$ cat src/rtl/fifo_write_arbiter.sv
// fifo_write_arbiter: round-robin arbiter sharing the transmit async FIFO
// write port among NUM_REQ word sources. Each accepted word is followed by
// a mandatory dead cycle so the FIFO full flag can settle, and a grant is
// forcibly rotated after MAX_BURST words so no source can starve the rest.
module fifo_write_arbiter #(
    parameter int NUM_REQ   = 4,
    parameter int DATA_W    = 34,
    parameter int MAX_BURST = 8
) (
    input  logic                      pclk,
    input  logic                      preset_n,
    input  logic                      i_arb_enable,
    input  logic [NUM_REQ-1:0]        i_req_valid,
    input  logic [NUM_REQ-1:0]        i_req_last,
    input  logic [NUM_REQ*DATA_W-1:0] i_req_data,
    output logic [NUM_REQ-1:0]        o_req_ready,
    input  logic                      i_fifo_write_full,
    output logic [DATA_W-1:0]         o_fifo_write_data,
    output logic                      o_fifo_write_inc,
    output logic [NUM_REQ-1:0]        o_grant_onehot,
    output logic                      o_busy
);

    localparam int          IW   = (NUM_REQ > 2) ? 2 : 1;
    localparam logic [7:0]  MAXB = 8'(MAX_BURST);

    typedef enum logic [1:0] {S_IDLE, S_XFER, S_GAP} state_t;

    state_t              r_state, w_state_n;
    logic [IW-1:0]       r_gidx, w_gidx_n;
    logic [IW-1:0]       r_rr_ptr, w_rr_n;
    logic [7:0]          r_burst_cnt, w_cnt_n;
    logic                r_last, w_last_n;
    logic [DATA_W-1:0]   r_wdata, w_wdata_n;
    logic                r_winc, w_winc_n;
    logic [NUM_REQ-1:0]  r_grant, w_grant_n;
    logic                r_busy;

    logic [DATA_W-1:0]   w_req_word [NUM_REQ];
    logic                w_found;
    logic [IW-1:0]       w_pick;
    logic [IW-1:0]       w_cand;
    logic                w_gvalid;
    logic                w_xfer;

    // Split the flat data bus into one word per requester
    always_comb begin
        for (int i = 0; i < NUM_REQ; i++) begin
            w_req_word[i] = i_req_data[i*DATA_W +: DATA_W];
        end
    end

    // Round-robin search: first valid requester starting at rr_ptr+1
    always_comb begin
        w_found = 1'b0;
        w_pick  = '0;
        w_cand  = '0;
        for (int i = 1; i <= NUM_REQ; i++) begin
            w_cand = IW'((int'(r_rr_ptr) + i) % NUM_REQ);
            if (!w_found && i_req_valid[w_cand]) begin
                w_found = 1'b1;
                w_pick  = w_cand;
            end
        end
    end

    assign w_gvalid = i_req_valid[r_gidx];
    assign w_xfer   = (r_state == S_XFER) && w_gvalid && !i_fifo_write_full;

    // Only the granted requester can see ready, and only on a real transfer
    always_comb begin
        o_req_ready = '0;
        if (w_xfer) o_req_ready[r_gidx] = 1'b1;
    end

    // Next-state and next-output logic
    always_comb begin
        w_state_n = r_state;
        w_gidx_n  = r_gidx;
        w_rr_n    = r_rr_ptr;
        w_cnt_n   = r_burst_cnt;
        w_last_n  = r_last;
        w_wdata_n = '0;
        w_winc_n  = 1'b0;
        w_grant_n = r_grant;
        case (r_state)
            S_IDLE: begin
                if (i_arb_enable && w_found) begin
                    w_state_n         = S_XFER;
                    w_gidx_n          = w_pick;
                    w_cnt_n           = '0;
                    w_grant_n         = '0;
                    w_grant_n[w_pick] = 1'b1;
                end
            end
            S_XFER: begin
                if (w_xfer) begin
                    w_wdata_n = w_req_word[r_gidx];
                    w_winc_n  = 1'b1;
                    w_last_n  = i_req_last[r_gidx];
                    if (r_burst_cnt < MAXB) w_cnt_n = r_burst_cnt + 8'd1;
                    w_state_n = S_GAP;
                end else if (!w_gvalid) begin
                    // source went away: give the port to someone else
                    w_state_n = S_IDLE;
                    w_rr_n    = r_gidx;
                    w_grant_n = '0;
                end
                // valid but FIFO full: hold the grant and stall
            end
            S_GAP: begin
                if (r_last || (r_burst_cnt == MAXB) || !i_arb_enable) begin
                    w_state_n = S_IDLE;
                    w_rr_n    = r_gidx;
                    w_grant_n = '0;
                end else begin
                    w_state_n = S_XFER;
                end
            end
            default: w_state_n = S_IDLE;
        endcase
    end

    // State and registered outputs; async reset aborts any burst in flight
    always_ff @(posedge pclk or negedge preset_n) begin
        if (!preset_n) begin
            r_state     <= S_IDLE;
            r_gidx      <= '0;
            r_rr_ptr    <= IW'(NUM_REQ - 1);
            r_burst_cnt <= '0;
            r_last      <= 1'b0;
            r_wdata     <= '0;
            r_winc      <= 1'b0;
            r_grant     <= '0;
            r_busy      <= 1'b0;
        end else begin
            r_state     <= w_state_n;
            r_gidx      <= w_gidx_n;
            r_rr_ptr    <= w_rr_n;
            r_burst_cnt <= w_cnt_n;
            r_last      <= w_last_n;
            r_wdata     <= w_wdata_n;
            r_winc      <= w_winc_n;
            r_grant     <= w_grant_n;
            r_busy      <= (w_state_n != S_IDLE);
        end
    end

    assign o_fifo_write_data = r_wdata;
    assign o_fifo_write_inc  = r_winc;
    assign o_grant_onehot    = r_grant;
    assign o_busy            = r_busy;

endmodule

$ cat config.mk
export PLATFORM = sky130hd
export DESIGN_NAME = fifo_write_arbiter
export DESIGN_NICKNAME = d
export VERILOG_FILES = /design/src/rtl/fifo_write_arbiter.sv
export SDC_FILE = /design/constraint.sdc
export NUM_CORES = 1
export LEC_CHECK = 0
export BUFFER_PORTS_ARGS = -buffer_cell sky130_fd_sc_hd__buf_2
export CORE_AREA = 2 2 78 95
export CTS_CLUSTER_DIAMETER = 30
export DETAILED_ROUTE_END_ITERATION = 12
export DIE_AREA = 0 0 80 97
export PLACE_DENSITY = 0.85
export SETUP_SLACK_MARGIN = 0.2
export SLEW_MARGIN = 20
export SYNTH_ARGS = -nofsm -noshare
export SYNTH_HDL_FRONTEND = slang
export SYNTH_SLANG_ARGS = --single-unit
$ cat constraint.sdc
create_clock -name pclk -period 3.5 [get_ports pclk]
set_clock_uncertainty 0.2 [all_clocks]
set_input_delay 0.7 -clock pclk [delete_from_list [all_inputs] [get_ports pclk]]
set_output_delay 0.7 -clock pclk [all_outputs]
set_load 0.01 [all_outputs]
==> summary.txt, run 1 <==
Power and ir drop
  • Clock network power share: between 10% and 20%
  • Internal power: about 1800 uW
  • Switching power: between 900 and 1000 uW
  • Register share of total power: 34.4%
  • Net Sw Frac: roughly a third
  • Comb power frac: about half
  • Worst VDD drop: around 0.28 mV
  • Pwr Total: roughly 2800 uW
  • Leakage power: 0.00224 uW
  • Pwr/cell area: between 600 and 700 mW/mm^2

Critical path
  • Worst Path Required: 3.50 ns
  • Crit path max-delay cell type: dfrtp_1
  • Largest delay share family, worst path: simple AND/OR/NAND/NOR gates
  • Crit. End Element: flop
  • Cell Chain, Critical Path: inv_1, ha_1, nor3b_1, a22oi_2, buf_4, nor3_2, o21ai_0, a211o_1
  • Buf/Inv on CP: 2
  • Max incr delay on CP: roughly 0.43 ns
  • Crit path kind: reg2reg
  • Startpoint types: flop
  • CP arrival: approximately 2.8 ns
  • Crit-path max FO: 19

GRT
  • Initial antenna violation count: 0
  • Number of global-route vias before repair: about 3000
  • Pin count of the biggest net entering global routing: 46
  • Gr usage total: between 20% and 30%
  • First-pass GRT wire length: around 13000 um
  • Gr ovfl total: 0

Logic synthesis
  • Post-synthesis register bit count: 55
  • Synthesized area per cell: between 10 and 15 sq um
  • Post-synth cell types: 40
  • Post-synth EDFFs: 0
  • Largest cells by area after synthesis: dfrtp_1 42%, mux4_2 26%, nor2b_1 8.0%
  • Syn nets: 387
  • Largest area contributor in the netlist: dfrtp_1
  • Syn Inst Count: around 230
  • FFs w/ async S/R, synth: 100%
  • Register area share after synthesis: a little over two fifths
  • Synthesis Warnings: 0
  • Most used DFF post-synth: dfrtp_1
  • Post-synth top area share: a little over two fifths
  • Synthesized area: between 0.003 and 0.004 sq mm

Placement
  • Dpl hpwl: 6860 um
  • Gp weighted congestion: just under 0.9
  • Port Buffers: ~190

Clocking
  • Clk pin slew, worst setup/hold paths: about 0.1 ns
  • Hold buffer count at CTS: 0
  • Post_cts resized: 0
  • Post-CTS Setup Bufs: 0
  • Clk root buf: clkbuf_8
  • Clock buffer depth: 2
  • TritonCTS clock tree: yes
  • Number of buffers created by CTS: 5
  • Clk_lat worst skew: 0.30 ns
  • Htree depth: 2
  • Clock tree sinks: 55

Timing
  • Setup violations, final: 0
  • Setup TNS Final: 0 ns
  • Slew Limit Headroom: between 50% and 60%
  • Period utilization: between 70% and 80%
  • Peak Freq: between 0.3 and 0.4 GHz
  • Slew @ Worst Pin: around 0.64 ns
  • RSZ-0062 raised after global routing: false
  • Max Slew Vio Count: 0
  • Crit path time final: ~2.8 ns
  • Hold Vio Cnt, Final: 0

Floorplanning
  • Die Wd: roughly 80 um
  • Ports: approximately 190
  • Initial Utilization: approximately 46%
  • Core area: about 0.0068 sq mm
  • Die Height: between 90 and 100 um
  • Die area: roughly 0.0078 sq mm
  • FP Rows: 33

Drt
  • Via count: ~2700
  • DRT antenna net count: 0
  • Vias/cell: ~5.3
  • Initial drt markers: slightly above 70
  • # DRC: 0
  • Routed wire length: slightly above 8000 um
  • WL per Instance: 15.9 um
  • DR pass1 iterations: 4

Status
  • Outcome: complete, no violations

Final layout
  • Most common cell after layout, fill and taps aside: buf_2
  • FILL cells: between 500 and 600
  • Most frequent cells in the layout: 191 x buf_2, 52 x dfrtp_1, 40 x nor2b_1, 36 x mux4_2, 14 x nand2_1
  • Ratio of cells with drive above 1 in the final layout: about three fifths
  • Layout Nets: 578
  • Ant diodes: 0
  • Synth-to-Final Area Change: 37.8%

Run
  • Max-cap violation count: 0

Hold path
  • Min-delay worst type: in2async
[cell type report]
class	instances	area, sq um	share of cell area (%)
Clock buffer	5	68.8	1.59
Clock inverter	3	43.8	1.01
Inverter	10	37.5	0.869
Multi-Input combinational cell	155	1670	38.6
Sequential cell	55	1380	32.0
Tap cell	87	109	2.52
Timing Repair Buffer	197	1010	23.5
[power by group through the flow]
stage	registers [uW]	clock network [uW]	logic (uW)
after floorplan	933	0	1050
after global placement	951	0	1360
after detailed placement	964	0	1410
after CTS	951	421	1410
after global routing	979	446	1540
final	947	409	1400
[metrics by stage]
step / area (sq um) / util [%] / setup WS (ns) / std cells / hold WS [ns]
global placement: 4190 / 61.8 / 0.873 / 503 / 0.268
CTS: 4300 / 63.5 / 0.771 / 511 / 0.288
detailed placement: 4190 / 61.8 / 0.799 / 503 / 0.264
global route: 4320 / 63.8 / 0.499 / 512 / 0.0628
floorplan: 3130 / - / 1.31 / 233 / 0.204
finish: 4320 / 63.8 / 0.746 / 512 / 0.0638
[synth_stat cells, drive strengths merged, types with 2 or more instances]
cell type,instances
a211o,2
a21o,3
a21oi,4
and3,2
buf,7
clkbuf,6
dfrtp,53
dfstp,2
ha,6
inv,10
mux2,6
mux4,36
nand2,14
nand2b,3
nor2,7
nor2b,40
nor3,2
nor4b,2
o211a,3
o21ai,5
o221ai,2
o22ai,2
or4,2
[worst reg2reg max path, delay by kind of cell (launching register included)]
family	cells	cell delay, ns
AO/OA/AOI/OAI	3	0.60
adder cells (fa/ha/maj)	1	0.29
AND/OR/NAND/NOR	2	0.81
buffers and inverters	2	0.32
flip-flops	1	0.43
[worst paths after layout]
check	startpoint	to	slack, ns	depth (start not counted)
setup reg to reg	r_state[1]	r_burst_cnt[1]	0.75	8
hold reg to reg	o_grant_onehot[0]	o_grant_onehot[0]	0.28	1
max in group asynchronous	preset_n	o_fifo_write_data[2]	2.34	3
hold / removal	preset_n	o_grant_onehot[1]	0.06	1
setup / recovery	r_state[1]	r_burst_cnt[1]	0.75	8
min in group pclk	o_grant_onehot[0]	o_grant_onehot[0]	0.28	1
[registers in the layout (all words and copies together), names as in the netlist]
register	flops
o_fifo_write_data	34
r_rr_ptr	2
r_burst_cnt	8
r_state	2
o_fifo_write_inc	1
o_busy	1
o_grant_onehot	4
r_gidx	2
r_last	1
[routing by layer]
metal  global-route usage [%]  vias up  part of all wire, %
li1                         -     1248                    -
met1                     24.5     1309                   36
met2                     41.9      124                   56
met3                     3.45       10                  6.3
met4                     6.91        0                  1.8
met5                        0        -                    0
[kinds of logic (layout without fill, tap and decap cells)]
family          count (synthesis)  count (layout)  share of synthesized area [%]
buf+inv                        23             215                           2.99
fa+ha+maj                       6               6                           2.40
compound gates                 29              29                           7.47
mux                            43              43                           28.3
flops                          55              55                           44.0
simple gates                   77              77                           14.8
Note: power is estimated with default switching activity, not from simulation.
==> run 2, diff against run 1 <==
--- a/config.mk
+++ b/config.mk
@@ -6,11 +6,11 @@
 export NUM_CORES = 1
 export LEC_CHECK = 0
 export BUFFER_PORTS_ARGS = -buffer_cell sky130_fd_sc_hd__buf_2
-export CORE_AREA = 2 2 78 95
+export CORE_AREA = 2 2 81 98
 export CTS_CLUSTER_DIAMETER = 30
 export DETAILED_ROUTE_END_ITERATION = 12
-export DIE_AREA = 0 0 80 97
-export PLACE_DENSITY = 0.85
+export DIE_AREA = 0 0 83 100
+export PLACE_DENSITY = 0.8
 export SETUP_SLACK_MARGIN = 0.2
 export SLEW_MARGIN = 20
 export SYNTH_ARGS = -nofsm -noshare
==> constraint.sdc (replaced) <==
create_clock -name pclk -period 2.7 [get_ports pclk]
set_clock_uncertainty 0.2 [all_clocks]
set_input_delay 0.54 -clock pclk [delete_from_list [all_inputs] [get_ports pclk]]
set_output_delay 0.54 -clock pclk [all_outputs]
set_load 0.01 [all_outputs]
==> run 2 against run 1 <==
  * Combinational power up 37%
  * Critical path depth shrank 2
  * Total power grew 29%
  * Clock power rose by 11%
  * Die area rose by 7.0%
  * Sequential share of layout area about the same
  * Register-to-register slack got worse by 0.36 ns
  * Non-clock buffer count stayed put
  * Critical endpoint is now o_req_ready[0]
==> summary.txt, run 2 (synthesis results as in run 1) <==
Placement
  • Dpl hpwl: 6540 um (was 6860 um)
  • Placed Cells: 509 (was 503)
  • Gp weighted congestion: 0.926 (was 0.876)
  • Port Buffers: 191 (unchanged)

Clocking
  • Clk_lat worst skew: 0.31 ns (was 0.30 ns)
  • Number of buffers created by CTS: 5 (unchanged)
  • Clock buffer depth: 2 (unchanged)
  • Htree depth: 2 (unchanged)
  • Post-CTS Setup Bufs: 0 (unchanged)
  • Clock tree sinks: 55 (unchanged)
  • Clk root buf: clkbuf_8 (unchanged)
  • TritonCTS clock tree: yes (unchanged)
  • Hold buffer count at CTS: 0 (unchanged)
  • Clk pin slew, worst setup/hold paths: 0.10 ns (about the same)

Power and ir drop
  • Worst VDD drop: 0.586 mV (was 0.282 mV)
  • Leakage power: 0.00223 uW (was 0.00224 uW)
  • Pwr/cell area: 818 mW/mm^2 (was 638 mW/mm^2)

Final layout
  • Layout Nets: 578 (unchanged)
  • Synth-to-Final Area Change: 38.0% (was 37.8%)
  • Final std cells w/o fill: 517 (was 512)
  • Ant diodes: 0 (unchanged)
  • Sequential cell area: 0.00138 sq mm (about the same)
  • Most common cell after layout, fill and taps aside: buf_2 (unchanged)
  • Max FFs per register: 34 (unchanged)
  • Ratio of cells with drive above 1 in the final layout: 60.7% (was 60.0%)
  • Most frequent cells in the layout: 191 x buf_2, 51 x dfrtp_1, 40 x nor2b_1, 36 x mux4_2, 14 x nand2_1 (was 191 x buf_2, 52 x dfrtp_1, 40 x nor2b_1, 36 x mux4_2, 14 x nand2_1)
  • FILL cells: 637 (was 572)
  • Multi-input gate area: 0.00169 sq mm (was 0.00167 sq mm)

GRT
  • Number of global-route vias before repair: 2812 (was 2983)
  • Gr usage total: 19.5% (was 22.1%)
  • Gr ovfl total: 0 (unchanged)
  • Pin count of the biggest net entering global routing: 38 (was 46)
  • First-pass GRT wire length: 13000 um (was 13500 um)
  • Initial antenna violation count: 0 (unchanged)

Timing
  • Peak Freq: about 0.43 GHz
  • Min Hold Slack: 0.0341 ns (was 0.0638 ns)
  • Setup violations, final: 0 (unchanged)
  • Slew @ Worst Pin: 0.678 ns (was 0.639 ns)
  • Slew Limit Headroom: 54.8% (was 57.4%)
  • Crit path time final: around 2.3 ns
  • RSZ-0062 raised after global routing: false (unchanged)
  • Setup TNS Final: 0 ns (unchanged)
  • Max Slew Vio Count: 0 (unchanged)
  • Period utilization: between 80% and 90%
  • Hold Vio Cnt, Final: 0 (unchanged)

Drt
  • WL per Instance: 15.7 um (was 15.9 um)
  • Routed wire length: 8130 um (was 8160 um)
  • DRT antenna net count: 0 (unchanged)
  • Vias/cell: 5.17 (was 5.26)
  • Via count: 2671 (was 2691)
  • DR pass1 iterations: 4 (unchanged)
  • # DRC: 0 (unchanged)
  • Initial drt markers: 87 (was 72)

Floorplanning
  • Die Wd: 83 um (was 80 um)
  • Ports: 192 (unchanged)
  • Core area: 0.00749 sq mm (was 0.00677 sq mm)
  • FP Rows: 35 (was 33)
  • Initial Utilization: 41.9% (was 46.3%)
  • Die Height: 100 um (was 97 um)
  • Die area: 0.00830 sq mm (was 0.00776 sq mm)

Critical path
  • Crit. End Element: primary output (was flop)
  • CP arrival: 1.60 ns (was 2.76 ns)
  • Startpoint types: flop (unchanged)
  • Crit-path max FO: 7 (was 19)
  • Worst Path Required: 1.96 ns (was 3.50 ns)
  • Crit path kind: reg2out (was reg2reg)

Status
  • Outcome: complete, no violations (unchanged)

Run
  • Max-cap violation count: 0 (unchanged)

Hold path
  • Min-delay worst type: in2async (unchanged)
## run 2: changes by cell type in the layout (fill, tap and decap cells not counted), sizes merged
| cell | change |
|---|---|
| clkinv | -1 |
| bufinv | -1 |
| clkinvlp | +2 |
## run 2: critical path, cell delays in order (launching register included)
cell and delay (ns):
dfrtp_1 0.42, inv_1 0.14, ha_4 0.19, nor3b_4 0.24, nand2_1 0.08, nor2_1 0.08
buf_2 0.13
## run 2: metrics by stage
step	util [%]	worst slack, ns	instance area (sq um)	total power (uW)
after global placement	56.3	0.359	4210	3010
after global routing	57.8	0.237	4330	3790
after CTS	57.5	0.239	4310	3550
after detailed placement	56.3	0.154	4210	3090
after floorplan	-	0.510	3130	2570
final	57.8	0.365	4330	3540
## run 2: what timing repair did
action	4_1_cts	5_1_grt
cloned	0	0
endpoints found under the setup margin	4	5
resized for setup	1	3
## run 2: routing by layer
layer / track usage [%] / vias up / share of wire (%)
li1: - / 1252 / -
met1: 20.8 / 1302 / 35
met2: 38.6 / 109 / 58
met3: 3.37 / 8 / 5.9
met4: 6.05 / 0 / 1.2
met5: 0 / - / 0
## run 2: power breakdown
group | total [uW] | internal, uW | switching, uW
logic | 1920 | 1040 | 880
clock network | 452 | 181 | 271
registers | 1170 | 1030 | 140
## run 2: final cells by class
type,instances,area share (%)
multi-input cells,155,39.1
flip-flops and latches,55,31.9
repair buffers,197,23.4
well taps,92,2.66
clock buffers,5,1.59
inverters,10,0.868
clock inverters,3,0.463
## run 2: final timing paths
path / startpoint / endpoint / slack, ns / depth (start not counted)
max in group asynchronous: preset_n / r_rr_ptr[1] / 1.61 / 2
hold / removal: preset_n / r_burst_cnt[2] / 0.03 / 1
hold reg to reg: o_grant_onehot[1] / o_grant_onehot[1] / 0.29 / 2
min in group pclk: o_grant_onehot[1] / o_grant_onehot[1] / 0.29 / 2
setup / recovery: r_state[1] / o_req_ready[0] / 0.36 / 6
setup reg to reg: r_state[1] / r_burst_cnt[1] / 0.39 / 7
==> run 3, diff against run 2 <==
--- a/config.mk
+++ b/config.mk
@@ -6,10 +6,9 @@
 export NUM_CORES = 1
 export LEC_CHECK = 0
 export BUFFER_PORTS_ARGS = -buffer_cell sky130_fd_sc_hd__buf_2
-export CORE_AREA = 2 2 81 98
-export CTS_CLUSTER_DIAMETER = 30
+export CORE_AREA = 2 2 101 79
 export DETAILED_ROUTE_END_ITERATION = 12
-export DIE_AREA = 0 0 83 100
+export DIE_AREA = 0 0 103 81
 export PLACE_DENSITY = 0.8
 export SETUP_SLACK_MARGIN = 0.2
 export SLEW_MARGIN = 20
==> run 3 against run 2 <==
  * Sequential power barely moved
  * First-iteration DRC count fell by 28%
  * Highest routed layer unchanged
  * Clock power rose by 25%
==> summary.txt, run 3 (synthesis results as in run 1) <==
Timing
  • Slew Limit Headroom: 64.8% (was 54.8%)
  • Hold Vio Cnt, Final: 0 (unchanged)
  • Min Hold Slack: 0.289 ns (was 0.0341 ns)
  • Slew @ Worst Pin: 0.528 ns (was 0.678 ns)
  • Period utilization: 88.2% (was 86.5%)
  • Crit path time final: 2.38 ns (was 2.34 ns)
  • Worst setup margin: 0.317 ns (was 0.365 ns)
  • Setup TNS Final: 0 ns (unchanged)
  • RSZ-0062 raised after global routing: false (unchanged)
  • Setup violations, final: 0 (unchanged)
  • Peak Freq: 0.420 GHz (was 0.428 GHz)
  • Max Slew Vio Count: 0 (unchanged)

Placement
  • Pre-CTS WS: 0.231 ns (was 0.154 ns)
  • Dpl hpwl: 6680 um (was 6540 um)
  • Placed Cells: 522 (was 509)
  • Gp weighted congestion: 0.924 (was 0.926)
  • Port Buffers: 191 (unchanged)

Critical path
  • CP arrival: 1.64 ns (was 1.60 ns)
  • Crit path kind: reg2out (unchanged)
  • Reg2Reg Setup Slack: 0.41 ns (was 0.39 ns)
  • Cell Chain, Critical Path: inv_1, ha_2, nor3b_4, and3_1, buf_2 (was inv_1, ha_4, nor3b_4, nand2_1, nor2_1, buf_2)
  • Worst Path Required: 1.96 ns (about the same)
  • Crit path max-delay cell type: dfrtp_1 (unchanged)
  • Crit. End Element: primary output (unchanged)
  • Startpoint types: flop (unchanged)
  • Crit-path max FO: 7 (unchanged)
  • Max incr delay on CP: 0.43 ns (was 0.42 ns)

GRT
  • Gr ovfl total: 0 (unchanged)
  • Pin count of the biggest net entering global routing: 37 (was 38)
  • First-pass GRT wire length: 12200 um (was 13000 um)
  • Initial antenna violation count: 0 (unchanged)
  • Number of global-route vias before repair: 2595 (was 2812)
  • Gr usage total: 19.1% (was 19.5%)

Clocking
  • Clk root buf: clkbuf_8 (unchanged)
  • Post-CTS Setup Bufs: 0 (unchanged)
  • Htree depth: 2 (unchanged)
  • TritonCTS clock tree: yes (unchanged)
  • Clk_lat worst skew: 0.32 ns (was 0.31 ns)
  • Clock tree sinks: 55 (unchanged)
  • Number of buffers created by CTS: 5 (unchanged)
  • Clock buffer depth: 2 (unchanged)
  • Clk pin slew, worst setup/hold paths: 0.10 ns (about the same)

Final layout
  • Final std cells w/o fill: 531 (was 517)
  • Max FFs per register: 34 (unchanged)
  • Ratio of cells with drive above 1 in the final layout: 60.6% (was 60.7%)
  • Ant diodes: 0 (unchanged)
  • Layout Nets: 579 (was 578)
  • Synth-to-Final Area Change: 39.4% (was 38.0%)
  • Most frequent cells in the layout: 191 x buf_2, 51 x dfrtp_1, 40 x nor2b_1, 36 x mux4_2, 14 x nand2_1 (unchanged)
  • Most common cell after layout, fill and taps aside: buf_2 (unchanged)

Floorplanning
  • Die Height: 81 um (was 100 um)
  • Initial Utilization: 41.8% (was 41.9%)
  • Ports: 192 (unchanged)
  • Die Wd: 103 um (was 83 um)
  • Die area: 0.00834 sq mm (was 0.00830 sq mm)
  • FP Rows: 28 (was 35)
  • Core area: 0.00750 sq mm (was 0.00749 sq mm)

Drt
  • WL per Instance: 15.4 um (was 15.7 um)
  • DRT antenna net count: 0 (unchanged)
  • DR pass1 iterations: 4 (unchanged)
  • Via count: 2670 (was 2671)
  • Routed wire length: 8170 um (was 8130 um)
  • # DRC: 0 (unchanged)
  • Initial drt markers: 63 (was 87)
  • Vias/cell: 5.03 (was 5.17)

Power and ir drop
  • Pwr Total: 3650 uW (was 3540 uW)
  • Leakage power: 0.00225 uW (was 0.00223 uW)
  • Worst VDD drop: 0.470 mV (was 0.586 mV)
  • Pwr/cell area: 834 mW/mm^2 (was 818 mW/mm^2)

Status
  • Outcome: complete, no violations (unchanged)

Hold path
  • Min-delay worst type: reg2reg (was in2async)

Run
  • Max-cap violation count: 0 (unchanged)
-- run 3: changes by cell type in the layout (fill, tap and decap cells not counted), sizes merged --
cell	change
clkinvlp	-2
dlygate4sd3	+1
inv	+1
bufinv	+1
-- run 3: stage by stage --
step / instance area [sq um] / utilization, %
6_report: 4370 / 58.3
5_1_grt: 4370 / 58.3
4_1_cts: 4360 / 58.2
3_5_place_dp: 4230 / 56.4
3_3_place_gp: 4230 / 56.4
2_1_floorplan: 3130 / -
-- run 3: cell type report --
class                           count  area, sq um
Clock buffer                        5         68.8
Multi-Input combinational cell    155         1680
Clock inverter                      3         47.5
Timing Repair Buffer              198         1020
Tap cell                          105          131
Fill cell                         682         3130
Sequential cell                    55         1380
Inverter                           10         37.5
-- run 3: path summary, 6_finish.rpt --
path | from | endpoint | cells after the start
worst max register to register | r_state[1] | r_burst_cnt[1] | 7
max in group asynchronous | preset_n | r_rr_ptr[0] | 3
worst min-delay path | o_grant_onehot[2] | o_grant_onehot[2] | 2
worst max-delay path | r_state[1] | o_req_ready[2] | 5
worst min register to register | o_grant_onehot[2] | o_grant_onehot[2] | 2
min in group asynchronous | preset_n | o_fifo_write_data[33] | 2
-- run 3: worst max-delay path, delay by kind of cell, from the launching register on --
family                   cells  cell delay [ns]
buffers and inverters        2             0.23
adder cells (fa/ha/maj)      1             0.24
AND/OR/NAND/NOR              2             0.43
flip-flops                   1             0.43
-- run 3: timing repair --
item,in CTS,in global routing
resized for setup,1,2
endpoints found under the setup margin,2,4
hold buffers,1,0
endpoints found under the hold margin,8,0
-- run 3: report_power, final --
group / switching (uW) / internal [uW] / total (uW)
clock: 284 / 282 / 565
combinational: 875 / 1040 / 1910
sequential: 136 / 1030 / 1170
total: 1300 / 2350 / 3650
-- run 3: layer usage --
metal / up-vias / track usage (%) / wire length, um
met5: - / 0 / 0
met1: 1280 / 23.8 / 3310
li1: 1259 / - / -
met4: 0 / 5.66 / 99
met2: 123 / 33.4 / 4110
met3: 8 / 4.39 / 648
